==> config.mk <==
export PLATFORM = sky130hd
export DESIGN_NAME = clock_timebase_flat
export DESIGN_NICKNAME = d
export VERILOG_FILES = /design/src/rtl/clock_timebase_pkg.sv /design/src/rtl/clock_timebase_if.sv /design/src/rtl/clock_phase_div.sv /design/src/rtl/clock_timebase.sv /design/src/flat_wrapper.sv
export SDC_FILE = /design/constraint.sdc
export NUM_CORES = 1
export LEC_CHECK = 0
export ABC_CLOCK_PERIOD_IN_PS = 5000
export CORE_MARGIN = 2
export CORE_UTILIZATION = 26
export DETAILED_ROUTE_END_ITERATION = 8
export GPL_TIMING_DRIVEN = 0
export HOLD_SLACK_MARGIN = 0.15
export PLACE_DENSITY = 0.46
export SETUP_SLACK_MARGIN = 0.05
export SKIP_LAST_GASP = 1
export SYNTH_ARGS = -nofsm -noshare
export SYNTH_HDL_FRONTEND = slang
export SYNTH_SLANG_ARGS = --single-unit
export TNS_END_PERCENT = 10
==> constraint.sdc <==
create_clock -name clk -period 5 [get_ports clk]
set_clock_uncertainty 0.1 [all_clocks]
set_input_delay 1 -clock clk [delete_from_list [all_inputs] [get_ports clk]]
set_output_delay 1 -clock clk [all_outputs]
set_load 0.005 [all_outputs]
==> src/rtl/clock_timebase_pkg.sv <==
// Shared widths, types and helpers for the clock timebase.
// Imported by the timebase interface, phase divider and top.
package clock_timebase_pkg;

  localparam int CNT_W_DEF = 32;
  localparam int DIV_W_DEF = 16;

  typedef logic [CNT_W_DEF-1:0] cycles_t;
  typedef logic [DIV_W_DEF-1:0] div_t;

  function automatic div_t div_eff(div_t d);
    return (d == '0) ? div_t'(1) : d;
  endfunction

endpackage

==> src/rtl/clock_timebase_if.sv <==
// Timebase bus: en/div in, tick/clk_div/phase/cycles/tick_cnt out.
// master = consumer driving en/div, slave = clock_timebase.
interface clock_timebase_if
  import clock_timebase_pkg::*;
#(
  parameter int CNT_W = CNT_W_DEF,
  parameter int DIV_W = DIV_W_DEF
);

  logic             en;
  logic [DIV_W-1:0] div;
  logic             tick;
  logic             clk_div;
  logic [DIV_W-1:0] phase;
  logic [CNT_W-1:0] cycles;
  logic [CNT_W-1:0] tick_cnt;

  modport master (
    output en, div,
    input  tick, clk_div, phase,
    input  cycles, tick_cnt
  );

  modport slave (
    input  en, div,
    output tick, clk_div, phase,
    output cycles, tick_cnt
  );

endinterface

==> src/rtl/clock_phase_div.sv <==
// Phase divider: phase counter, tick strobe, clk_div enable.
// Ports: clk, rst (sync, high), en, div in; term, tick, clk_div, phase out.
module clock_phase_div
  import clock_timebase_pkg::*;
#(
  parameter int DIV_W = DIV_W_DEF
) (
  input  logic             clk,
  input  logic             rst,
  input  logic             en,
  input  logic [DIV_W-1:0] div,
  output logic             term,
  output logic             tick,
  output logic             clk_div,
  output logic [DIV_W-1:0] phase
);

  logic [DIV_W-1:0] div_e;

  always_comb begin
    div_e = (div == '0) ? DIV_W'(1) : div;
  end

  // >= lets a shrunk divisor wrap on the next enabled edge
  assign term = en && (phase >= div_e - DIV_W'(1));

  always_ff @(posedge clk) begin
    if (rst) begin
      phase   <= '0;
      tick    <= 1'b0;
      clk_div <= 1'b0;
    end else if (term) begin
      phase   <= '0;
      tick    <= 1'b1;
      clk_div <= ~clk_div;
    end else if (en) begin
      phase   <= phase + DIV_W'(1);
      tick    <= 1'b0;
    end else begin
      tick    <= 1'b0;
    end
  end

endmodule

==> src/rtl/clock_timebase.sv <==
// Central timebase: free-running cycle count, tick and clk_div enables.
// Ports: clk, rst (sync, high), bus (slave). Macro CLOCK_TIMEBASE_STATS_EN adds tick_cnt.
module clock_timebase
  import clock_timebase_pkg::*;
#(
  parameter int CNT_W = CNT_W_DEF,
  parameter int DIV_W = DIV_W_DEF
) (
  input  logic             clk,
  input  logic             rst,
  clock_timebase_if.slave  bus
);

  logic             term;
  logic             tick;
  logic             clk_div;
  logic [DIV_W-1:0] phase;
  logic [CNT_W-1:0] cycles;

  clock_phase_div #(
    .DIV_W (DIV_W)
  ) u_div (
    .clk     (clk),
    .rst     (rst),
    .en      (bus.en),
    .div     (bus.div),
    .term    (term),
    .tick    (tick),
    .clk_div (clk_div),
    .phase   (phase)
  );

  always_ff @(posedge clk) begin
    if (rst) cycles <= '0;
    else     cycles <= cycles + CNT_W'(1);
  end

`ifdef CLOCK_TIMEBASE_STATS_EN
  logic [CNT_W-1:0] tick_cnt;

  // counts on term so it lands on the same edge tick rises
  always_ff @(posedge clk) begin
    if (rst)       tick_cnt <= '0;
    else if (term) tick_cnt <= tick_cnt + CNT_W'(1);
  end

  assign bus.tick_cnt = tick_cnt;
`else
  logic term_unused;
  assign term_unused  = term;
  assign bus.tick_cnt = '0;
`endif

  assign bus.tick    = tick;
  assign bus.clk_div = clk_div;
  assign bus.phase   = phase;
  assign bus.cycles  = cycles;

endmodule

==> src/flat_wrapper.sv <==
// flat-port wrapper written by rule: the top's interface ports become plain ports
module clock_timebase_flat import clock_timebase_pkg::*;
#(
  parameter int CNT_W = CNT_W_DEF,
  parameter int DIV_W = DIV_W_DEF
)
  (clk, rst, bus_en, bus_div, bus_tick, bus_clk_div, bus_phase, bus_cycles, bus_tick_cnt);
  clock_timebase_if #(.CNT_W(CNT_W), .DIV_W(DIV_W)) bus_i ();
  input  logic clk;
  input  logic rst;
  input wire logic [$bits(bus_i.en)-1:0] bus_en;
  input wire logic [$bits(bus_i.div)-1:0] bus_div;
  output wire logic [$bits(bus_i.tick)-1:0] bus_tick;
  output wire logic [$bits(bus_i.clk_div)-1:0] bus_clk_div;
  output wire logic [$bits(bus_i.phase)-1:0] bus_phase;
  output wire logic [$bits(bus_i.cycles)-1:0] bus_cycles;
  output wire logic [$bits(bus_i.tick_cnt)-1:0] bus_tick_cnt;
  assign bus_i.en = bus_en;
  assign bus_i.div = bus_div;
  assign bus_tick = bus_i.tick;
  assign bus_clk_div = bus_i.clk_div;
  assign bus_phase = bus_i.phase;
  assign bus_cycles = bus_i.cycles;
  assign bus_tick_cnt = bus_i.tick_cnt;
  clock_timebase #(.CNT_W(CNT_W), .DIV_W(DIV_W)) u_core (.clk(clk), .rst(rst), .bus(bus_i));
endmodule
# Word-level counts from Yosys, hierarchy flattened
# Index checks and enable logic that the tools add are counted.
# classes
addsub,3
multipliers,0
div,0
magnitude_cmp,1
n_eq_ne,0
shift,0
n_mux,2
bitwise_logic,1
n_reduce_logical,3
# ops
operator,count
$add 32x1->32 const B,1
$add 16x1->16 const B,1
$ge 16x16->1,1
$logic_not 16->1,1
$mux 16,1
$sub 16x1->16 const B,1
$reduce_or 2->1,1
$logic_and 1x1->1,1
$mux 1,1
$not 1->1,1
# totals
ff_bits,50
latch_bits,0
mem_bits_rw,0
mem_bits_ro,0
in_bits,19
n_memories,0

# Logic depth before layout (Yosys ltp)
# Gate-level depths: netlist (run 1).
# depth
depth_word,6
depth_mapped,15
mapped_depth_nobuf,14

# Cells and area by module
# A second synthesis (run 1) with hierarchy kept.
# hier_totals
cells_unflattened,377
hier_area_um2,3244.4
# by_module_without_submodules
mod,n_inst,cells_each,area_each_um2,seq_area_each_um2
clock_timebase,1,201,1719.1,640.6
clock_phase_div,1,176,1525.2,360.3

# Worst setup path before layout (run 1)
# Ideal clock, no wire load.
# synth_timing
kind,input-to-reg
from,in bus_div[9]
to,reg u_core.u_div.phase[4]
setup_time_ns,0.115
arrival_time_ns,4.098
setup_slack_ns,0.687
stages,15
n_path_buf,1
cell_sequence,nor4_1 > nand2b_1 > nor3_1 > a21oi_1 > ha_1 > nand3_1 > nor2_1 > xnor2_1 > ha_1 > nand4_1 > nor2_1 > or4b_1 > a31oi_4 > buf_4 > nor2_1
# synth_via
elab_chain_len,6
# synth_lines
element,line_no,rtl
"start, declared",flat_wrapper.sv:12,input wire logic [$bits(bus_i.div)-1:0] bus_div;
$logic_not 16->1,clock_phase_div.sv:21,div_e = (div == '0) ? DIV_W'(1) : div;
$mux 16 (*),clock_phase_div.sv:21,
$sub 16x1->16 (*),clock_phase_div.sv:25,assign term = en && (phase >= div_e - DIV_W'(1));
$ge 16x16->1 (*),clock_phase_div.sv:25,
$logic_and 1x1->1 (*),clock_phase_div.sv:25,
$reduce_or 2->1 (no source line) (*),-,
"end signal, assigned",clock_phase_div.sv:37,phase <= phase + DIV_W'(1);
"end, declared",clock_phase_div.sv:15,output logic [DIV_W-1:0] phase
# Mark *: on every way between the ends. The rest lies on a longest branch, timed or not.
# A chain may end at the register's enable or synchronous reset.

# Worst setup path after layout (run 1)
# layout_timing
from,in bus_div[9]
to,reg u_core.u_div.phase[14]
# The elaborated chain is that of the path after synthesis.

==> results of run 1 <==
-- power by group through the flow --
stage / clock network (uW) / logic, uW / registers, uW
finish: 357 / 102 / 408
global route: 385 / 112 / 409
CTS: 371 / 98.6 / 408
detailed placement: 0 / 97.6 / 418
global placement: 0 / 96.3 / 418
floorplan: 0 / 59.9 / 417
-- metal layers --
metal | track usage [%] | up-vias | wire [um]
met5 | 0 | - | 0
met4 | 3.821 | 0 | 105
met3 | 3.348 | 6 | 457
met2 | 19.04 | 74 | 3430
met1 | 14.58 | 1202 | 3406
li1 | - | 1417 | -
-- per-stage QoR --
step | hold WS, ps | cells | total power [uW] | utilization (%) | instance area [um2]
floorplan | 355.0 | 397 | 476.8 | - | 3184
finish | 394.9 | 616 | 866.5 | 36.92 | 4234
global route | 417.1 | 616 | 907.0 | 36.92 | 4234
detailed placement | 380.9 | 607 | 515.4 | 35.18 | 4034
CTS | 396.8 | 615 | 878.0 | 36.62 | 4199
global placement | 375.9 | 607 | 514.2 | 35.18 | 4034
-- area by class of cell --
| class | instances | area, um2 |
|---|---|---|
| fill | 1186 | 7233 |
| sequential | 50 | 1001 |
| inverter | 7 | 26.28 |
| clock buffer | 5 | 125.1 |
| buffer | 40 | 276.5 |
| multi-input combinational | 300 | 1919 |
| clock inverter | 3 | 28.78 |
| timing repair buffer | 68 | 678.2 |
| tap | 143 | 178.9 |
-- layout by cell type (no fill, tap or decap), types with 4 or more instances in the layout --
master	Yosys	routed
dfxtp_1	50	50
and4_1	4	4
nand3_1	19	19
nand2_1	23	23
nor3_1	14	13
conb_1	1	32
nand4_1	13	13
clkbuf_16	0	5
o21ai_0	5	5
and3_1	8	8
inv_1	7	7
a21oi_1	12	12
clkdlybuf4s50_1	0	67
clkbuf_1	5	5
nand3b_1	4	4
buf_4	33	34
xnor2_1	25	25
xor2_1	26	26
ha_1	19	19
nor2_1	59	58
or3_1	4	4
-- worst max-delay path, cell delays in order --
cell             delay [ps]
clkdlybuf4s50_1         530
nor4_4                  360
nand2b_1                170
nor3_4                  210
a21oi_1                 160
ha_1                    260
nand3_1                 130
nor2_1                   80
xnor2_1                 130
ha_1                    300
nand4_1                 160
nor2_2                  230
or4b_4                  530
a31oi_4                 220
buf_4                   210
nor2_1                   60
-- logic make-up after synthesis --
kind of cell / Yosys count / share of synthesized area [%]
simple gates: 169 / 28.63
xor+xnor: 51 / 14.56
flops: 50 / 32.63
buf+inv: 47 / 9.870
compound gates: 27 / 5.792
fa+ha+maj: 19 / 7.749
mux: 2 / 0.6526
other cells: 1 / 0.1222
-- flip-flops by register name (all words and copies together) (netlist names) --
name and count:
u_core.bus.cycles 32, u_core.u_div.tick 1, u_core.u_div.phase 16, u_core.u_div.clk_div 1
-- path summary, 6_finish.rpt --
path	cells past startpoint	slack, ps	from	end
min reg2reg	1	390	u_core.bus.cycles[0]	u_core.bus.cycles[0]
min	1	390	u_core.bus.cycles[0]	u_core.bus.cycles[0]
max	16	350	bus_div[9]	u_core.u_div.phase[14]
max reg2reg	7	2680	u_core.u_div.phase[15]	u_core.u_div.phase[14]
-- timing repair --
action / CTS / global route
buffers inserted: 0 / 1
resized for setup: 2 / 5
endpoints found under the setup margin: 16 / 16
pin swaps: 0 / 1
gates cloned: 0 / 0
==> results_dict.tcl, run 1 <==
set metrics [dict create \
    rsz0062_at_grt "false" \
    h-tree-depth 2 \
    firstDrtPassIters 4 \
    grt_max_degree 19 \
    p_seq_share_pct 47.1 \
    drive_gt1_share_pct 11.84 \
    cap_viol_max_count 0 \
    drc_errors 0 \
    synth_seq_cells 50 \
    cp_max_fo 10 \
    yosysMostFrequentCell "nor2_1" \
    async_reset_ff_share_pct 0 \
    slew_viol_final 0 \
    yosys_warnings 0 \
    power_frac_comb_pct 11.7 \
    place_ws_ps -471.6 \
    grt_pass1_vias 2519 \
    synth_edf_count 0 \
    fin_crit_ps 4653 \
    intPower_uw 647.9 \
    switching_power_uw 218.6 \
    overflow 0 \
    setup_viol 0 \
    fin_ws_ps 347.1 \
    die_area_um2 12680 \
    synth_top_area_cell "dfxtp_1" \
    p_leak_uw 0.001661 \
    wl_um 7400 \
    clk_pin_slew_worst_paths_ps 70 \
    drt-initial-drc-count 95 \
    nets 510 \
    fin_crit_sh_pct 93.06 \
    io_pins 101 \
    fmax_mhz 214.9 \
    postCtsHoldBufs 0 \
    fp.dieH_um 112.6 \
    end_kind "flop" \
    max-vdd-ir-drop_v 0.0001172 \
    areaGrowthSynthToFinish_pct 38.01 \
    avgRoutedWirePerCell_um 12.01 \
    synth-main-ff-cell "dfxtp_1" \
    hold_class "flop to flop" \
    cts_inserted_buffers 5 \
    coreArea_um2 11470 \
    rows 39 \
    antenna_left 0 \
    clockPowerShare_pct 41.1 \
    synth.top_cells.by_area "dfxtp_1, buf_4, ha_1, xor2_1, nor2_1" \
    power_density_nw_per_um2 204.7 \
    antenna_cells 0 \
    synth_area_um2 3068 \
    grt_pass1_wl_um 12070 \
    power_switching_share_pct 25.23 \
    antenna_found_initial 0 \
    port_buffers 67 \
    gp_congestion 0.8605 \
    worstSkewPairLatency_ps 290 \
    cts_tree "done" \
    synth_common_cells "nor2_1, dfxtp_1, buf_4" \
    crit_arrival_ps 4740 \
    setup.worst_path.class "input port to flop" \
    die_x_um 112.6 \
    vias_per_cell 4.381 \
    cp.required_ps 5080 \
    clockRootBuffer "clkbuf_16" \
    synth.distinct_cells 41 \
    yosysSeqAreaShare_pct 32.63 \
    vias 2699 \
    grt_usage_pct 11.58 \
    initial_core_util_pct 26.75 \
    final.setup.tns_ps 0 \
    worst_slew_pin_slew_ps 998.8 \
    status "finished clean" \
    finalHoldViolCount 0 \
    dp_hpwl_um 5845 \
    synth.avg_cell_area_um2 8.382 \
    cts.sinks 50 \
    relSlewSlack_pct 32.80 \
    critPathLaunchType "input port" \
    postSynthCellCount 366 \
    synth.top_cell.area_share_pct 32.63 \
    cts_max_path_buffers 2 \
]
Note: power is estimated with default switching activity, not from simulation.
==> run 2: changes to the inputs <==
--- a/config.mk
+++ b/config.mk
@@ -12,9 +12,10 @@
 export GPL_TIMING_DRIVEN = 0
 export HOLD_SLACK_MARGIN = 0.15
-export PLACE_DENSITY = 0.46
+export PLACE_DENSITY_LB_ADDON = 0.25
 export SETUP_SLACK_MARGIN = 0.05
 export SKIP_LAST_GASP = 1
 export SYNTH_ARGS = -nofsm -noshare
 export SYNTH_HDL_FRONTEND = slang
+export SYNTH_HIERARCHICAL = 1
 export SYNTH_SLANG_ARGS = --single-unit
 export TNS_END_PERCENT = 10
==> constraint.sdc (replaced) <==
create_clock -name clk -period 5 [get_ports clk]
set_clock_uncertainty 0.1 [all_clocks]
set_input_delay 1 -clock clk [delete_from_list [all_inputs] [get_ports clk]]
set_output_delay 1 -clock clk [all_outputs]
set_load 0.02 [all_outputs]
==> run 2 against run 1 <==
Effect of this change:
- clock power is 1% higher
- critical path type unchanged
- via count rose by 6.3%
- non-clock buffer count up 5
- area after synthesis rose by 5.5%
- register-to-register slack worse by 20 ps
- global-route usage rose by 0.36 points
- die area is 5.4% higher
- first-iteration DRC count increased by 24%
- combinational power grew 25%
- sequential share of layout area down 1.1 points
==> results_dict.tcl, run 2 <==
set metrics [dict create \
    status "finished clean" \
    cts_inserted_buffers 5 \
    h-tree-depth 2 \
    antenna_cells 0 \
    top_register "u_core/bus.cycles" \
    setup_viol 0 \
    drive_gt1_share_pct 16.08 \
    drt-initial-drc-count 118 \
    max-vdd-ir-drop_v 0.0001262 \
    reg2reg_from "u_core/bus.cycles[0]" \
    postSynthCellCount 376 \
    max_stage_delay_ps 540 \
    stdcell_area_um2 4442 \
    p_total_uw 897.3 \
    antenna_found_initial 0 \
    crit_slowest_cell "clkdlybuf4s50_1" \
    fin_crit_ps 4646 \
    largestRegisters "u_core/bus.cycles (32), u_core/u_div/phase (16)" \
    finalHoldViolCount 0 \
    hold_class "flop to flop" \
    fin_ws_ps 353.6 \
    cp_top_family "simple AND/OR/NAND/NOR gates" \
    die_x_um 115.6 \
    cp.required_ps 5080 \
    nets 522 \
    wl_um 7921 \
    clk_pin_slew_worst_paths_ps 70 \
    synth.avg_cell_area_um2 8.612 \
    final_common_cell "clkdlybuf4s50_1" \
    rsz0062_at_grt "false" \
    cp_num_buf_inv 2 \
    layoutNonFillerInstCount 653 \
    critPathLaunchType "input port" \
    worstHoldStart "u_core/bus.cycles[0]" \
    end_kind "flop" \
    areaGrowthSynthToFinish_pct 37.17 \
    clockRootBuffer "clkbuf_16" \
    io_pins 101 \
    cts_max_path_buffers 2 \
    avgRoutedWirePerCell_um 12.13 \
    fin_crit_sh_pct 92.93 \
    cp_max_fo 10 \
    gp_congestion 0.8281 \
    grt_usage_pct 11.94 \
    yosys_warnings 6 \
    fp.dieH_um 115.6 \
    drc_errors 0 \
    fmax_mhz 215.2 \
    cp-startpoint "bus_div[6]" \
    coreArea_um2 12060 \
    final_cell_mix "clkdlybuf4s50_1, dfxtp_1, nor2_1, buf_4, conb_1" \
    grt_pass1_vias 2552 \
    path_cells "clkdlybuf4s50_1, nor4_4, nand4b_1, nor3_2, nor2_1, ha_1, and3_1, nand2_1, nor4_1, xnor2_1, ha_1, nand4_1, nor2_2, nand2_1, a31oi_4, buf_4, nor2_1" \
    vias 2870 \
    setup.worst_path.class "input port to flop" \
    crit_arrival_ps 4730 \
    overflow 0 \
    dp_hpwl_um 6233 \
    worst_slew_pin_slew_ps 502.4 \
    cts.sinks 50 \
    port_buffers 68 \
    p_leak_uw 0.001628 \
    antenna_left 0 \
    rows 40 \
    vias_per_cell 4.395 \
    cts_tree "done" \
    relSlewSlack_pct 66.51 \
    cap_viol_max_count 0 \
    place_inst 643 \
    grt_pass1_wl_um 12830 \
    largest_register_ffs 32 \
    initial_core_util_pct 26.85 \
    postCtsHoldBufs 0 \
    slew_viol_final 0 \
    die_area_um2 13360 \
    power_density_nw_per_um2 202.0 \
    firstDrtPassIters 4 \
    worstSkewPairLatency_ps 290 \
    place_ws_ps -186.8 \
    synth_area_um2 3238 \
    postPlaceCellArea_um2 4245 \
    grt_max_degree 17 \
]
==> run 2: metal layers <==
metal	track usage, %	wire [um]
met5	0	0
met2	18.36	3610
met4	3.695	101
met3	2.510	351
met1	16.76	3858
==> run 2: area by class of cell <==
| cell class | count | area (um2) |
|---|---|---|
| Fill cell | 1212 | 7620 |
| Buffer | 43 | 305.3 |
| Clock inverter | 2 | 16.27 |
| Inverter | 10 | 37.54 |
| Timing Repair Buffer | 70 | 695.7 |
| Tap cell | 168 | 210.2 |
| Clock buffer | 6 | 138.9 |
| Multi-Input combinational cell | 304 | 2037 |
| Sequential cell | 50 | 1001 |
==> run 2: stage by stage <==
stage	TNS [ps]	hold WS (ps)	util, %
after floorplan	0	429.6	-
after global placement	-931.1	369.1	35.20
after detailed placement	-1829	373.7	35.20
after CTS	0	389.5	36.48
after global routing	0	422.4	36.83
final	0	384.5	36.83
==> run 2: path summary, 6_finish.rpt <==
path / end / slack [ps] / cells past startpoint
worst max-delay path: u_core/u_div/phase[9] / 350 / 17
worst min-delay path: u_core/bus.cycles[0] / 380 / 1
worst max register to register: u_core/bus.cycles[22] / 2660 / 6
worst min register to register: u_core/bus.cycles[0] / 380 / 1
==> run 2: worst reg2reg max path, cell delays in order, from the launching register on <==
cell	delay, ps
dfxtp_1	400
ha_1	240
and4_4	260
or4b_1	510
buf_2	220
or4_1	400
a21oi_1	140
==> run 2: power breakdown <==
part	leakage, uW	internal (uW)	switching, uW
Combinational	0.00115	59.1	68.6
Sequential	0.000404	402	6.22
Clock	0.0000735	201	160
==> run 2: timing repair <==
| item | in CTS | in global routing |
|---|---|---|
| resized for setup | 0 | 5 |
| buffers inserted | 0 | 2 |
| setup endpoints to repair | 0 | 10 |
==> run 3: changes to the inputs <==
ABC_CLOCK_PERIOD_IN_PS = 4200   (was 5000)
PLACE_DENSITY_LB_ADDON = 0.3   (was 0.25)
SETUP_SLACK_MARGIN = 0.1   (was 0.05)
clock period = 4.2 ns   (was 5 ns; I/O delays follow)
==> run 3 against run 2 <==
Effect of this change:
- combinational power up 20%
- clock-buffer cell count down 1
- wire length up 1.6%
- cell count up 1.2%
- design area up 2.7%
- register-to-register slack worse by 830 ps
- utilization up 1.0 points
- die area unchanged
==> results_dict.tcl, run 3 (synthesis results as in run 2) <==
set metrics [dict create \
    status "finished clean" \
    min_to "u_core/bus.cycles[28]" \
    power_density_nw_per_um2 244.7 \
    initial_core_util_pct 26.85 \
    cp.required_ps 4280 \
    largest_register_ffs 32 \
    rsz0062_at_grt "false" \
    fp.dieH_um 115.6 \
    io_pins 101 \
    antenna_left 0 \
    port_buffers 68 \
    cp_num_buf_inv 3 \
    setup.worst_path.class "input port to flop" \
    place_inst 643 \
    die_area_um2 13360 \
    die_x_um 115.6 \
    overflow 0 \
    crit_slowest_cell "nor4_4" \
    crit_arrival_ps 3970 \
    rows 40 \
    vias_per_cell 4.525 \
    cp_top_family "simple AND/OR/NAND/NOR gates" \
    antenna_found_initial 0 \
    holdWs_ps 406.2 \
    nFillCells 1227 \
    cp_max_fo 5 \
    path_cells "dlymetal6s2s_1, nor4_4, nand4b_1, nor3_4, nor2_2, ha_2, and3_4, nand2_2, nor4_4, xnor2_1, ha_1, nand4_1, buf_4, nor3_4, nor4_4, a31oi_4, buf_6, nor2_1" \
    cts_inserted_buffers 5 \
    coreArea_um2 12060 \
    rr_worst_depth 6 \
    critPathLaunchType "input port" \
    worstSkewPairLatency_ps 300 \
    seq_area_um2 1001 \
    cp_common_cell "nor4_4" \
    cts_tree "done" \
    fin_crit_ps 3891 \
    finalHoldViolCount 0 \
    nets 530 \
    grt_pass1_wl_um 13100 \
    grt_max_degree 18 \
    slew_viol_final 0 \
    max-vdd-ir-drop_v 0.0001255 \
    avgRoutedWirePerCell_um 12.18 \
    vias 2991 \
    cts.sinks 50 \
    grt_pass1_vias 2747 \
    cts_max_path_buffers 2 \
    areaGrowthSynthToFinish_pct 40.88 \
    antenna_cells 0 \
    timing.rr.end "u_core/bus.cycles[22]" \
    drc_errors 0 \
    wl_um 8049 \
    largestRegisters "u_core/bus.cycles (32), u_core/u_div/phase (16)" \
    hold_class "flop to flop" \
    hold_depth 2 \
    setup_viol 0 \
    reg2reg_from "u_core/bus.cycles[0]" \
    drive_gt1_share_pct 19.68 \
    clockRootBuffer "clkbuf_16" \
    dp_hpwl_um 6051 \
    gp_congestion 0.7912 \
    rrSetupSlack_ps 1830 \
    clk_pin_slew_worst_paths_ps 80 \
    fmax_mhz 257.0 \
    end_kind "flop" \
    h-tree-depth 2 \
    max_stage_delay_ps 340 \
    grt_usage_pct 12.08 \
    cap_viol_max_count 0 \
    layoutNonFillerInstCount 661 \
    drt-initial-drc-count 103 \
    fin_crit_sh_pct 92.64 \
    multi_input_area_um2 2090 \
    worstHoldStart "u_core/bus.cycles[28]" \
    worst_slew_pin_slew_ps 573.4 \
    relSlewSlack_pct 61.52 \
    firstDrtPassIters 4 \
    p_leak_uw 0.001736 \
    top_register "u_core/bus.cycles" \
    final_cell_mix "clkdlybuf4s50_1, dfxtp_1, buf_4" \
    final_common_cell "clkdlybuf4s50_1" \
]
run 3: worst max-delay path by stage:
stage	start	end	slack [ps]	cells past startpoint
after global routing	bus_div[0]	u_core/u_div/phase[2]	110	18
final	bus_div[0]	u_core/u_div/phase[1]	310	18
after detailed placement	bus_div[6]	u_core/u_div/phase[7]	-920	17
after floorplan	bus_div[11]	u_core/u_div/phase[8]	400	15
after CTS	bus_div[0]	u_core/u_div/phase[1]	170	18
after global placement	bus_div[6]	u_core/u_div/phase[12]	-840	17
run 3: repair_timing:
item,4_1_cts,5_1_grt
endpoints found under the hold margin,0,0
resized for setup,26,17
hold buffers,0,0
setup endpoints to repair,18,15
pin swaps,9,9
setup buffers,6,3
cloned,1,0
run 3: metal layers:
metal	part of all wire, %	global-route usage, %	vias up
met5	0	0	-
met4	1.3	3.855	0
met3	4.8	1.883	7
met2	47	20.08	87
met1	47	16.05	1385
li1	-	-	1512
run 3: stage by stage:
stage                     power, uW  util, %  TNS, ps  setup WS [ps]  area (um2)
after floorplan               594.9        -        0          399.1        3354
after global placement        641.4    35.20   -12640         -836.5        4245
after detailed placement      644.0    35.20   -14070         -921.0        4245
after CTS                      1133    37.54        0          165.9        4528
after global routing           1170    37.82        0          109.6        4562
final                          1116    37.82        0          309.2        4562
run 3: area by class of cell:
cell class / count / area share, %
sequential: 50 / 21.94
clock inverter: 3 / 1.042
tap: 168 / 4.608
clock buffer: 5 / 2.743
multi-input combinational: 304 / 45.80
buffer: 43 / 6.775
timing repair buffer: 78 / 16.26
inverter: 10 / 0.8228
run 3: power breakdown:
part / leakage [uW] / total [uW] / internal, uW / switching [uW]
clock network: 0.0000844 / 477 / 285 / 193
registers: 0.000404 / 486 / 479 / 7.67
logic: 0.00125 / 153 / 68.9 / 83.8
run 3: worst reg2reg max path: stages (launching register included):
cell	delay (ps)
dfxtp_1	430
ha_1	240
and4_4	260
or4b_1	500
buf_2	210
or4_1	410
a21oi_1	150
